===== src/rtl/bdd_eval_harness.sv =====
// Self-checking evaluation harness: drives LFSR or exhaustive stimulus into a
// function block, compares against a golden model and tallies mismatches.
module bdd_eval_harness #(
    parameter int unsigned N_TESTS = 100000,
    parameter logic [11:0] SEED    = 12'hACE
) (
    input  logic        clk,
    input  logic        rst_n,
    input  logic        start,
    input  logic        mode,
    input  logic        pause,
    output logic [11:0] vec_o,
    input  logic [8:0]  fn_i,
    input  logic [8:0]  gold_i,
    output logic        busy,
    output logic        done,
    output logic [16:0] test_cnt,
    output logic [16:0] err_cnt,
    output logic [11:0] first_err_vec,
    output logic        first_err_vld
);

    typedef enum logic [1:0] {
        IDLE = 2'd0,
        RUN  = 2'd1,
        DONE = 2'd2
    } state_t;

    // An all-zero seed would lock the LFSR, so it is promoted to 1.
    localparam logic [11:0] SEED_EFF  = (SEED == 12'h000) ? 12'h001 : SEED;
    localparam logic [16:0] LAST_TEST = 17'(N_TESTS);

    state_t      state;
    logic        mode_q;
    logic        mismatch;
    logic [11:0] vec_next;
    logic [16:0] test_next;

    always_comb begin
        mismatch  = (fn_i != gold_i);
        test_next = test_cnt + 17'd1;
        if (mode_q) begin
            vec_next = vec_o + 12'd1;
        end else begin
            vec_next = {vec_o[10:0], vec_o[11] ^ vec_o[5] ^ vec_o[3] ^ vec_o[0]};
        end
    end

    assign busy = (state == RUN);
    assign done = (state == DONE);

    always_ff @(posedge clk or negedge rst_n) begin
        if (!rst_n) begin
            state         <= IDLE;
            mode_q        <= 1'b0;
            vec_o         <= '0;
            test_cnt      <= '0;
            err_cnt       <= '0;
            first_err_vec <= '0;
            first_err_vld <= 1'b0;
        end else begin
            case (state)
                IDLE, DONE: begin
                    if (start) begin
                        state         <= RUN;
                        mode_q        <= mode;
                        vec_o         <= mode ? 12'h000 : SEED_EFF;
                        test_cnt      <= '0;
                        err_cnt       <= '0;
                        first_err_vec <= '0;
                        first_err_vld <= 1'b0;
                    end
                end
                RUN: begin
                    // The result for the current vec_o is counted on the edge that replaces it.
                    if (!pause) begin
                        test_cnt <= test_next;
                        vec_o    <= vec_next;
                        if (mismatch) begin
                            err_cnt <= err_cnt + 17'd1;
                            if (!first_err_vld) begin
                                first_err_vec <= vec_o;
                                first_err_vld <= 1'b1;
                            end
                        end
                        if (test_next == LAST_TEST) begin
                            state <= DONE;
                        end
                    end
                end
                default: state <= IDLE;
            endcase
        end
    end

endmodule


===== config.mk =====
export PLATFORM = sky130hd
export DESIGN_NAME = bdd_eval_harness
export DESIGN_NICKNAME = d
export VERILOG_FILES = /design/src/rtl/bdd_eval_harness.sv
export SDC_FILE = /design/constraint.sdc
export NUM_CORES = 1
export LEC_CHECK = 0
export ABC_CLOCK_PERIOD_IN_PS = 2600
export CAP_MARGIN = 10
export CELL_PAD_IN_SITES_DETAIL_PLACEMENT = 1
export CELL_PAD_IN_SITES_GLOBAL_PLACEMENT = 1
export CORE_ASPECT_RATIO = 1.4
export CORE_UTILIZATION = 28
export CTS_CLUSTER_DIAMETER = 50
export CTS_CLUSTER_SIZE = 20
export DETAILED_ROUTE_END_ITERATION = 10
export GPL_TIMING_DRIVEN = 0
export PLACE_DENSITY = 0.66
export REMOVE_ABC_BUFFERS = 1
export SYNTH_ARGS = -nofsm -noshare
export SYNTH_HDL_FRONTEND = slang
export SYNTH_SLANG_ARGS = --single-unit

===== constraint.sdc =====
create_clock -name clk -period 2.6 [get_ports clk]
set_clock_uncertainty 0.1 [all_clocks]
set_input_delay 0.65 -clock clk [delete_from_list [all_inputs] [get_ports clk]]
set_output_delay 0.65 -clock clk [all_outputs]
set_load 0.05 [all_outputs]

==> insert_results.sql, run 1 <==
INSERT INTO impl_metrics (metric_group, metric, value, unit) VALUES
('synthesis', 'netlist-cell-type-count', '46', ''),
('global_routing', 'busiest_layer', 'met2', ''),
('synthesis', 'synth.cells.most_frequent', '68 x nand2_1, 62 x dfrtp_1, 35 x nand3_1, 33 x o21ai_0, 26 x nor2_1', ''),
('setup_path', 'timing.critical_path.to_type', 'primary output', ''),
('sta', 'grt_setup_unrepaired', 'false', ''),
('setup_path', 'cp.arrival', '1760', 'ps'),
('drt', 'finalWirelength', '11500', 'um'),
('global_routing', 'grt_pass1_vias', '3603', ''),
('pwr', 'share_clk_of_total_power', '0.321', ''),
('setup_path', 'cpLargestDelayFamily', 'buffers and inverters', ''),
('pwr', 'share_of_total_power_in_combinational_logic', '0.322', ''),
('setup_path', 'timing.critical_path.fanout_max', '10', ''),
('die', 'die_h', '134', 'um'),
('sta', 'finalHoldViolations', '0', ''),
('sta', 'drv_slew', '0', ''),
('drt', 'avgViaCountPerCell', '5.31', ''),
('sta', 'setup_viol', '0', ''),
('sta', 'slew_headroom', '0.452', ''),
('global_routing', 'overflow_left_after_global_routing', '0', ''),
('synthesis', 'synth-edff-count', '0', ''),
('sta', 'setup_total_negative_slack', '0', 'ps'),
('final_layout', 'syn_to_final_growth', '38.4', '%'),
('cts', 'cts_buffers', '9', ''),
('worst_hold_path', 'hold_path_class', 'in2async', ''),
('status', 'result_of_the_run', 'completed', ''),
('cts', 'cts_hold_buf', '0', ''),
('run', 'cap_violations', '0', ''),
('setup_path', 'critical_path.cell_chain', 'clkdlybuf4s50_1', ''),
('die', 'pin_count', '84', ''),
('pwr', 'vdd_drop_max', '0.366', 'mV'),
('final_layout', 'fin_nets', '515', ''),
('global_routing', 'grt_start_max_net_pins', '63', ''),
('setup_path', 'worst_ep_required_time', '1850', 'ps'),
('die', 'floorplan.die.width', '96.4', 'um'),
('synthesis', 'synthMostInstantiatedCell', 'nand2_1', ''),
('synthesis', 'synth.area.top_cells', 'dfrtp_1 44%, nand2_1 7.3%, nand3_1 5.0%, xnor2_1 4.8%, o21ai_0 4.7%', ''),
('final_layout', 'num_antenna_cells', '0', ''),
('synthesis', 'synth_area', '3490', 'um2'),
('synthesis', 'postSynthCellCount', '409', ''),
('synthesis', 'syn_avg_cell_area', '8.54', 'um2'),
('drt', 'dr.pass1.iters', '4', ''),
('final_layout', 'final_core_utilization', '0.403', ''),
('global_routing', 'grtUsageTotal', '0.189', ''),
('setup_path', 'criticalPathCategory', 'reg2out', ''),
('final_layout', 'layout-drive-gt1-share', '0.0774', ''),
('pwr', 'p_int', '2310', 'uW'),
('synthesis', 'synth_top_area_frac', '0.444', ''),
('global_routing', 'groute.layer.met3.usage', '0.0385', ''),
('cts', 'cts_root_buffer', 'clkbuf_16', ''),
('pwr', 'power.total', '3700', 'uW'),
('setup_path', 'max_stage_delay', '900', 'ps'),
('drt', 'route.antenna.remaining_nets', '0', ''),
('pwr', 'total_switching_power', '1390', 'uW'),
('cts', 'worst_setup_hold_path_clk_slew', '50', 'ps'),
('pwr', 'switching_power_share_of_the_total', '0.375', ''),
('die', 'placementRows', '47', ''),
('cts', 'worst_skew_pair.late_latency', '330', 'ps'),
('synthesis', 'ys_async_sr_fraction', '1.00', ''),
('drt', 'drt_first_iter_violations', '147', ''),
('pwr', 'leakage', '0.00189', 'uW'),
('global_routing', 'number_of_antenna_violations_at_the_first_check_in_global_routing', '0', ''),
('setup_path', 'critical-path-slowest-cell', 'clkdlybuf4s50_1', ''),
('die', 'placeable_core_area', '12000', 'um2'),
('synthesis', 'ys_seq_elements', '62', ''),
('setup_path', 'critical_path_buf_inv_count', '1', ''),
('synthesis', 'ys.warnings.count', '0', ''),
('final_layout', 'multiInputGateArea', '1900', 'um2'),
('sta', 'final.period_utilization', '0.966', ''),
('cts', 'h-tree-depth', '3', ''),
('pwr', 'power_per_cell_area', '766', 'nW/um2'),
('synthesis', 'ys_dominant_reg_cell', 'dfrtp_1', '');
power by group through the flow:
stage	sequential [uW]	clock, uW	combinational (uW)
floorplan	1730	0	328
global placement	1330	0	1160
detailed placement	1340	0	1180
CTS	1320	1220	1200
global route	1350	1260	1280
finish	1320	1190	1190
what timing repair did:
| action | 4_1_cts | 5_1_grt |
|---|---|---|
| gates resized for setup | 16 | 7 |
| setup buffers | 2 | 4 |
| pin swaps | 1 | 3 |
| endpoints found under the setup margin | 45 | 23 |
| gates cloned | 2 | 1 |
| hold endpoints to repair | 0 | 0 |
layout by cell type, fill, tap and decap left out, drive strengths merged, types with 3 or more instances in the layout:
cell / synthesis / final
nor3: 6 / 6
or4: 4 / 4
a31oi: 3 / 3
clkbuf: 22 / 14
o211ai: 3 / 3
o31ai: 10 / 10
nand2: 69 / 70
o21a: 3 / 3
o21ai: 53 / 53
o32ai: 3 / 3
ha: 4 / 4
clkdlybuf4s50: 0 / 78
buf: 4 / 9
nor2b: 3 / 3
nand3: 35 / 35
and3: 6 / 6
nor4: 5 / 5
nand2b: 2 / 3
xnor2: 19 / 19
nand4: 14 / 14
inv: 5 / 5
a21oi: 16 / 16
dlygate4sd2: 0 / 3
nor2: 26 / 26
dfrtp: 62 / 62
xor2: 7 / 7
cells by family (layout without fill, tap and decap cells):
| kind of cell | after synthesis | in the layout | share of synthesized area |
|---|---|---|---|
| compound gates | 104 | 104 | 0.180 |
| xor+xnor | 26 | 26 | 0.0652 |
| fa+ha+maj | 4 | 4 | 0.0143 |
| buf+inv | 32 | 111 | 0.0412 |
| flops | 62 | 62 | 0.444 |
| mux | 3 | 3 | 0.00895 |
| simple gates | 178 | 181 | 0.246 |
metal layers:
layer | up-vias | routed length (um)
li1 | 1629 | -
met1 | 1689 | 4820
met2 | 60 | 6090
met3 | 10 | 427
met4 | 0 | 136
met5 | - | 0
flip-flops by register name, summed over array words and instances (netlist names):
| signal | flops |
|---|---|
| err_cnt | 17 |
| first_err_vec | 12 |
| first_err_vld | 1 |
| mode_q | 1 |
| state | 2 |
| test_cnt | 17 |
| vec_o | 12 |
cell type report:
cell class	count	area share
multi-input cells	318	0.392
inverters	6	0.00570
repair buffers	91	0.183
clock buffers	13	0.0538
flip-flops and latches	62	0.321
clock inverters	1	0.00621
well taps	147	0.0381
per-stage QoR:
stage | cells | worst slack [ps]
2_1_floorplan | 383 | -301
3_3_place_gp | 613 | -1640
3_5_place_dp | 615 | -1390
4_1_cts | 633 | -241
5_1_grt | 638 | 14.4
6_report | 638 | 87.7
final timing paths:
| path | startpoint | endpoint | slack, ps | depth (start not counted) |
|---|---|---|---|---|
| setup reg to reg | state[0]$_DFFE_PN0P_ | err_cnt[12]$_DFFE_PN0P_ | 180 | 6 |
| min in group clk | first_err_vec[2]$_DFFE_PN0P_ | first_err_vec[2]$_DFFE_PN0P_ | 420 | 2 |
| setup / recovery | vec_o[6]$_DFFE_PN0P_ | vec_o[6] | 90 | 1 |
| hold / removal | rst_n | err_cnt[16]$_DFFE_PN0P_ | 320 | 1 |
| max in group asynchronous | rst_n | vec_o[5]$_DFFE_PN0P_ | 1540 | 1 |
| hold reg to reg | first_err_vec[2]$_DFFE_PN0P_ | first_err_vec[2]$_DFFE_PN0P_ | 420 | 2 |
Power figures use the tool's default switching activity.
==> run 2: changes to the inputs <==
--- a/config.mk
+++ b/config.mk
@@ -17,6 +17,7 @@
 export GPL_TIMING_DRIVEN = 0
 export PLACE_DENSITY = 0.66
 export REMOVE_ABC_BUFFERS = 1
+export SKIP_CTS_REPAIR_TIMING = 1
 export SYNTH_ARGS = -nofsm -noshare
 export SYNTH_HDL_FRONTEND = slang
 export SYNTH_SLANG_ARGS = --single-unit
==> run 2 against run 1 <==
Net effect:
- die area stayed put
- largest power group unchanged
- highest routed layer unchanged
- register-to-register slack about the same
- sequential share of layout area down 0.54 points
- hold slack improved by 6.4 ps
- sequential power barely moved
==> insert_results.sql, run 2 (synthesis results as in run 1) <==
INSERT INTO impl_metrics (metric_group, metric, value, unit) VALUES
('drt', 'drc_errors', '0', ''),
('drt', 'number_of_vias_after_detailed_routing', '3502', ''),
('pwr', 'leakage', '0.00195', 'uW'),
('setup_path', 'setup.reg_to_reg.worst_slack', '170', 'ps'),
('sta', 'postLayoutSetupSlackWorst', '14.9', 'ps'),
('setup_path', 'cp.arrival', '1840', 'ps'),
('final_layout', 'layout_top_registers', 'err_cnt (17), test_cnt (17)', ''),
('setup_path', 'worst_ep_required_time', '1850', 'ps'),
('placed_design', 'place_worst_setup_slack', '-1390', 'ps'),
('setup_path', 'timing.critical_path.fanout_max', '17', ''),
('setup_path', 'critical_path.cell_chain', 'nand2b_2 > clkinvlp_4 > buf_4 > clkbuf_2', ''),
('final_layout', 'instances_no_fill', '647', ''),
('status', 'result_of_the_run', 'completed', ''),
('setup_path', 'timing.critical_path.to_type', 'primary output', ''),
('die', 'floorplan.die.width', '96.4', 'um'),
('pwr', 'total_switching_power', '1390', 'uW'),
('sta', 'setup_viol', '0', ''),
('sta', 'drv_slew', '0', ''),
('global_routing', 'grtUsageTotal', '0.179', ''),
('setup_path', 'max_stage_delay', '450', 'ps'),
('final_layout', 'fin_nets', '524', ''),
('setup_path', 'critical-path-slowest-cell', 'nand2b_2', ''),
('final_layout', 'layout.cells.most_common', 'clkdlybuf4s50_1', ''),
('sta', 'slew_headroom', '0.444', ''),
('die', 'die_area', '12900', 'um2'),
('drt', 'route.antenna.remaining_nets', '0', ''),
('setup_path', 'timing.rr.start', 'state[0]$_DFFE_PN0P_', ''),
('die', 'pin_count', '84', ''),
('global_routing', 'grt_start_max_net_pins', '63', ''),
('pwr', 'switching_power_share_of_the_total', '0.375', ''),
('sta', 'fmaxAchievable', '387', 'MHz'),
('placed_design', 'place_congestion', '0.810', ''),
('drt', 'avgViaCountPerCell', '5.41', ''),
('cts', 'tritoncts_num_sinks', '62', ''),
('global_routing', 'wire_length_of_the_first_global_routing_pass', '17800', 'um'),
('final_layout', 'sequential_cell_area', '1550', 'um2'),
('global_routing', 'number_of_antenna_violations_at_the_first_check_in_global_routing', '0', ''),
('cts', 'worst_skew_pair.late_latency', '320', 'ps'),
('die', 'initial_utilization', '0.291', ''),
('final_layout', 'layout-drive-gt1-share', '0.0960', ''),
('die', 'die_h', '134', 'um'),
('pwr', 'power_per_cell_area', '756', 'nW/um2'),
('final_layout', 'syn_to_final_growth', '40.7', '%'),
('setup_path', 'ff_to_ff_end', 'err_cnt[12]$_DFFE_PN0P_', ''),
('placed_design', 'post_dp_cell_area', '4400', 'um2'),
('cts', 'cts_buffers', '9', ''),
('sta', 'max_slew.worst_pin.slew', '834', 'ps'),
('final_layout', 'postLayoutCellArea', '4920', 'um2'),
('sta', 'grt_setup_unrepaired', 'true', ''),
('sta', 'final.period_utilization', '0.994', ''),
('final_layout', 'multiInputGateArea', '1910', 'um2'),
('die', 'placementRows', '47', ''),
('global_routing', 'grt_pass1_vias', '3515', ''),
('pwr', 'power.total', '3710', 'uW'),
('cts', 'clockBufferDepth', '2', ''),
('pwr', 'p_int', '2320', 'uW'),
('cts', 'cts_tree', 'yes', ''),
('drt', 'finalWirelength', '11900', 'um'),
('final_layout', 'num-fill-cells', '1433', ''),
('cts', 'worst_setup_hold_path_clk_slew', '50', 'ps'),
('run', 'cap_violations', '0', ''),
('sta', 'setup_total_negative_slack', '0', 'ps'),
('pwr', 'share_of_total_power_in_combinational_logic', '0.325', ''),
('drt', 'wl_per_cell', '18.3', 'um'),
('pwr', 'share_clk_of_total_power', '0.319', ''),
('cts', 'h-tree-depth', '3', ''),
('setup_path', 'worstSetupStartpointType', 'register', ''),
('setup_path', 'reg2regPathDepth', '6', ''),
('pwr', 'vdd_drop_max', '0.369', 'mV'),
('setup_path', 'criticalPathCategory', 'reg2out', ''),
('sta', 'final.min_clock_period', '2590', 'ps'),
('sta', 'finalHoldViolations', '0', ''),
('pwr', 'seq_power_share', '0.356', ''),
('placed_design', 'io_buffers', '83', ''),
('drt', 'drt_first_iter_violations', '184', ''),
('cts', 'cts_root_buffer', 'clkbuf_16', ''),
('final_layout', 'most-common-layout-cells', '78 x clkdlybuf4s50_1, 68 x nand2_1, 62 x dfrtp_1', ''),
('die', 'placeable_core_area', '12000', 'um2'),
('final_layout', 'num_antenna_cells', '0', ''),
('global_routing', 'overflow_left_after_global_routing', '0', ''),
('placed_design', 'placed_cells_incl_taps', '615', ''),
('drt', 'dr.pass1.iters', '4', ''),
('worst_hold_path', 'hold_path_class', 'in2async', ''),
('placed_design', 'dp_wirelength', '7530', 'um');
run 2: cell count changes in the layout (fill, tap and decap cells not counted):
cell / previous run / this run
xor2_1: 7 / 6
clkinv_4: 1 / 0
nand2b_4: 2 / 1
o41a_2: 0 / 1
nand2b_2: 1 / 2
buf_4: 8 / 15
clkinvlp_2: 0 / 1
dlymetal6s2s_1: 0 / 3
xor2_2: 0 / 1
clkinvlp_4: 0 / 1
dlygate4sd2_1: 3 / 0
run 2: worst max path at each step:
stage                    startpoint                           end  slack, ps
5_1_grt        state[1]$_DFFE_PN0P_                          busy        -60
3_5_place_dp                  start       err_cnt[12]$_DFFE_PN0P_      -1390
6_report       state[1]$_DFFE_PN0P_                          busy         10
2_1_floorplan                 pause       err_cnt[12]$_DFFE_PN0P_       -300
4_1_cts        state[1]$_DFFE_PN0P_                          busy      -1370
3_3_place_gp                  start  first_err_vec[4]$_DFFE_PN0P_      -1640
run 2: layout make-up:
type	instances	share of cell area
Sequential cell	62	0.316
Inverter	6	0.00534
Timing Repair Buffer	98	0.193
Timing Repair inverter	1	0.00102
Clock buffer	13	0.0529
Tap cell	147	0.0374
Clock inverter	1	0.00611
Multi-Input combinational cell	319	0.389
run 2: critical path, delay by kind of cell (launching register included):
kind	cells	cell delay, ps
flops	1	430
buf+inv	3	620
simple gates	1	450
run 2: per-layer routing:
metal	part of all wire	global-route usage	vias up
met5	0	0	-
met4	0.025	0.0564	0
met3	0.034	0.0385	20
met2	0.53	0.323	72
met1	0.41	0.207	1757
li1	-	-	1653
run 2: through the flow:
step / utilization / hold WS, ps
5_1_grt: 0.410 / 393
3_5_place_dp: 0.367 / 412
2_1_floorplan: - / 254
3_3_place_gp: 0.366 / 408
4_1_cts: 0.391 / 356
6_report: 0.410 / 323
run 2: power groups by stage:
stage	clock network, uW	logic, uW	registers [uW]
final	1190	1210	1320
after global routing	1260	1290	1350
after CTS	1220	1190	1320
after detailed placement	0	1180	1340
after global placement	0	1160	1330
after floorplan	0	328	1730
==> run 3: changes to the inputs <==
--- a/config.mk
+++ b/config.mk
@@ -10,6 +10,7 @@
 export CELL_PAD_IN_SITES_DETAIL_PLACEMENT = 1
 export CELL_PAD_IN_SITES_GLOBAL_PLACEMENT = 1
 export CORE_ASPECT_RATIO = 1.4
+export CORE_MARGIN = 2
 export CORE_UTILIZATION = 28
 export CTS_CLUSTER_DIAMETER = 50
 export CTS_CLUSTER_SIZE = 20
==> run 3 against run 2 <==
Net effect:
- total power is 3.3% higher
- sequential power is essentially flat
- sequential share of layout area down 0.14 points
- first-iteration DRC count down 28%
- die area up 3.6%
- core utilization is 0.68 points lower
- largest power group unchanged
==> insert_results.sql, run 3 (synthesis results as in run 1) <==
INSERT INTO impl_metrics (metric_group, metric, value, unit) VALUES
('drt', 'dr.pass1.iters', '4', ''),
('status', 'result_of_the_run', 'completed', ''),
('setup_path', 'critical_path.cell_chain', 'clkdlybuf4s50_1', ''),
('die', 'placeable_core_area', '12300', 'um2'),
('pwr', 'vdd_drop_max', '0.393', 'mV'),
('cts', 'worst_setup_hold_path_clk_slew', '60', 'ps'),
('setup_path', 'worstSetupStartpointType', 'register', ''),
('setup_path', 'critical-path-slowest-cell', 'clkdlybuf4s50_1', ''),
('drt', 'wl_per_cell', '18.1', 'um'),
('sta', 'slew_headroom', '0.445', ''),
('setup_path', 'timing.critical_path.fanout_max', '8', ''),
('final_layout', 'final_core_utilization', '0.403', ''),
('cts', 'worst_skew_pair.late_latency', '330', 'ps'),
('sta', 'postLayoutSetupSlackWorst', '111', 'ps'),
('setup_path', 'timing.critical_path.to_type', 'primary output', ''),
('drt', 'drc_errors', '0', ''),
('global_routing', 'grt_pass1_vias', '3636', ''),
('final_layout', 'layout_top_registers', 'err_cnt (17), test_cnt (17)', ''),
('drt', 'route.antenna.remaining_nets', '0', ''),
('setup_path', 'cpLargestDelayFamily', 'buffers and inverters', ''),
('global_routing', 'wire_length_of_the_first_global_routing_pass', '18500', 'um'),
('setup_path', 'worst_ep_required_time', '1850', 'ps'),
('setup_path', 'crit_path_start', 'vec_o[5]$_DFFE_PN0P_', ''),
('cts', 'cts_buffers', '9', ''),
('final_layout', 'layout-drive-gt1-share', '0.0980', ''),
('die', 'initial_utilization', '0.285', ''),
('setup_path', 'reg2regPathDepth', '6', ''),
('placed_design', 'io_buffers', '83', ''),
('die', 'placementRows', '48', ''),
('worst_hold_path', 'hold_path_class', 'in2async', ''),
('placed_design', 'place_worst_setup_slack', '-1350', 'ps'),
('pwr', 'power_per_cell_area', '777', 'nW/um2'),
('sta', 'final.min_clock_period', '2490', 'ps'),
('setup_path', 'cp_num_cells', '1', ''),
('drt', 'drt_first_iter_violations', '132', ''),
('cts', 'h-tree-depth', '3', ''),
('die', 'pin_count', '84', ''),
('final_layout', 'layout.cells.most_common', 'clkdlybuf4s50_1', ''),
('sta', 'fmaxAchievable', '402', 'MHz'),
('drt', 'number_of_vias_after_detailed_routing', '3478', ''),
('cts', 'cts_root_buffer', 'clkbuf_16', ''),
('global_routing', 'overflow_left_after_global_routing', '0', ''),
('setup_path', 'critical_path_buf_inv_count', '1', ''),
('final_layout', 'num_antenna_cells', '0', ''),
('global_routing', 'grtUsageTotal', '0.171', ''),
('final_layout', 'most-common-layout-cells', '78 x clkdlybuf4s50_1, 68 x nand2_1, 62 x dfrtp_1', ''),
('placed_design', 'place_congestion', '0.812', ''),
('setup_path', 'criticalPathCategory', 'reg2out', ''),
('global_routing', 'grt_start_max_net_pins', '63', ''),
('global_routing', 'number_of_antenna_violations_at_the_first_check_in_global_routing', '0', ''),
('setup_path', 'timing.rr.start', 'state[0]$_DFFE_PN0P_', ''),
('sta', 'drv_slew', '0', ''),
('sta', 'max_slew.worst_pin.slew', '833', 'ps'),
('final_layout', 'syn_to_final_growth', '41.3', '%'),
('placed_design', 'dp_wirelength', '7610', 'um'),
('setup_path', 'cp.arrival', '1740', 'ps'),
('pwr', 'leakage', '0.00196', 'uW'),
('setup_path', 'max_stage_delay', '900', 'ps'),
('die', 'floorplan.die.width', '98.4', 'um'),
('cts', 'clockBufferDepth', '2', ''),
('drt', 'avgViaCountPerCell', '5.35', ''),
('cts', 'cts_tree', 'yes', ''),
('pwr', 'power.total', '3840', 'uW'),
('final_layout', 'fin_nets', '522', ''),
('run', 'cap_violations', '0', ''),
('die', 'die_h', '136', 'um'),
('sta', 'setup_viol', '0', ''),
('sta', 'finalHoldViolations', '0', ''),
('die', 'die_area', '13400', 'um2'),
('drt', 'finalWirelength', '11800', 'um'),
('sta', 'final.period_utilization', '0.957', ''),
('sta', 'grt_setup_unrepaired', 'false', ''),
('cts', 'tritoncts_num_sinks', '62', '');
run 3: cell types whose count changed in the layout (fill, tap and decap cells not counted), sizes merged:
cell and change:
clkinv +2, buf -1, bufinv +1, clkbuf -1, o41a -1
run 3: stage by stage:
step | instance area, um2 | hold slack [ps] | TNS (ps) | std cells
2_1_floorplan | 3370 | 254 | -4770 | 383
3_3_place_gp | 4390 | 405 | -138100 | 616
3_5_place_dp | 4400 | 412 | -38910 | 617
4_1_cts | 4710 | 357 | -25770 | 633
5_1_grt | 4940 | 399 | 0 | 650
6_report | 4940 | 318 | 0 | 650
run 3: routing by layer:
layer / track usage / vias up / share of wire
li1: - / 1643 / -
met1: 0.200 / 1764 / 0.42
met2: 0.315 / 61 / 0.54
met3: 0.0257 / 10 / 0.023
met4: 0.0601 / 0 / 0.012
met5: 0 / - / 0
run 3: area by class of cell:
| cell class | count | area [um2] |
|---|---|---|
| Timing Repair inverter | 1 | 5.00 |
| Tap cell | 150 | 188 |
| Clock buffer | 12 | 246 |
| Inverter | 6 | 26.3 |
| Sequential cell | 62 | 1550 |
| Clock inverter | 4 | 70.1 |
| Multi-Input combinational cell | 318 | 1910 |
| Fill cell | 1452 | 7310 |
| Timing Repair Buffer | 97 | 936 |
run 3: where the power goes:
group / internal [uW] / total (uW) / leakage (uW) / switching (uW)
clock network: 862 / 1290 / 0.000157 / 427
logic: 442 / 1210 / 0.000995 / 773
registers: 1090 / 1330 / 0.000808 / 237
run 3: worst reg2reg max path, delay by kind of cell (launching register included):
kind	cells	cell delay, ps
compound gates	2	360
flops	1	560
simple gates	4	1340
run 3: worst paths after layout:
kind | to | slack, ps
worst min-delay path | err_cnt[16]$_DFFE_PN0P_ | 320
worst max register to register | err_cnt[12]$_DFFE_PN0P_ | 160
worst min register to register | first_err_vec[11]$_DFFE_PN0P_ | 410
worst max-delay path | vec_o[5] | 110
max in group asynchronous | first_err_vec[2]$_DFFE_PN0P_ | 1530
min in group clk | first_err_vec[11]$_DFFE_PN0P_ | 410
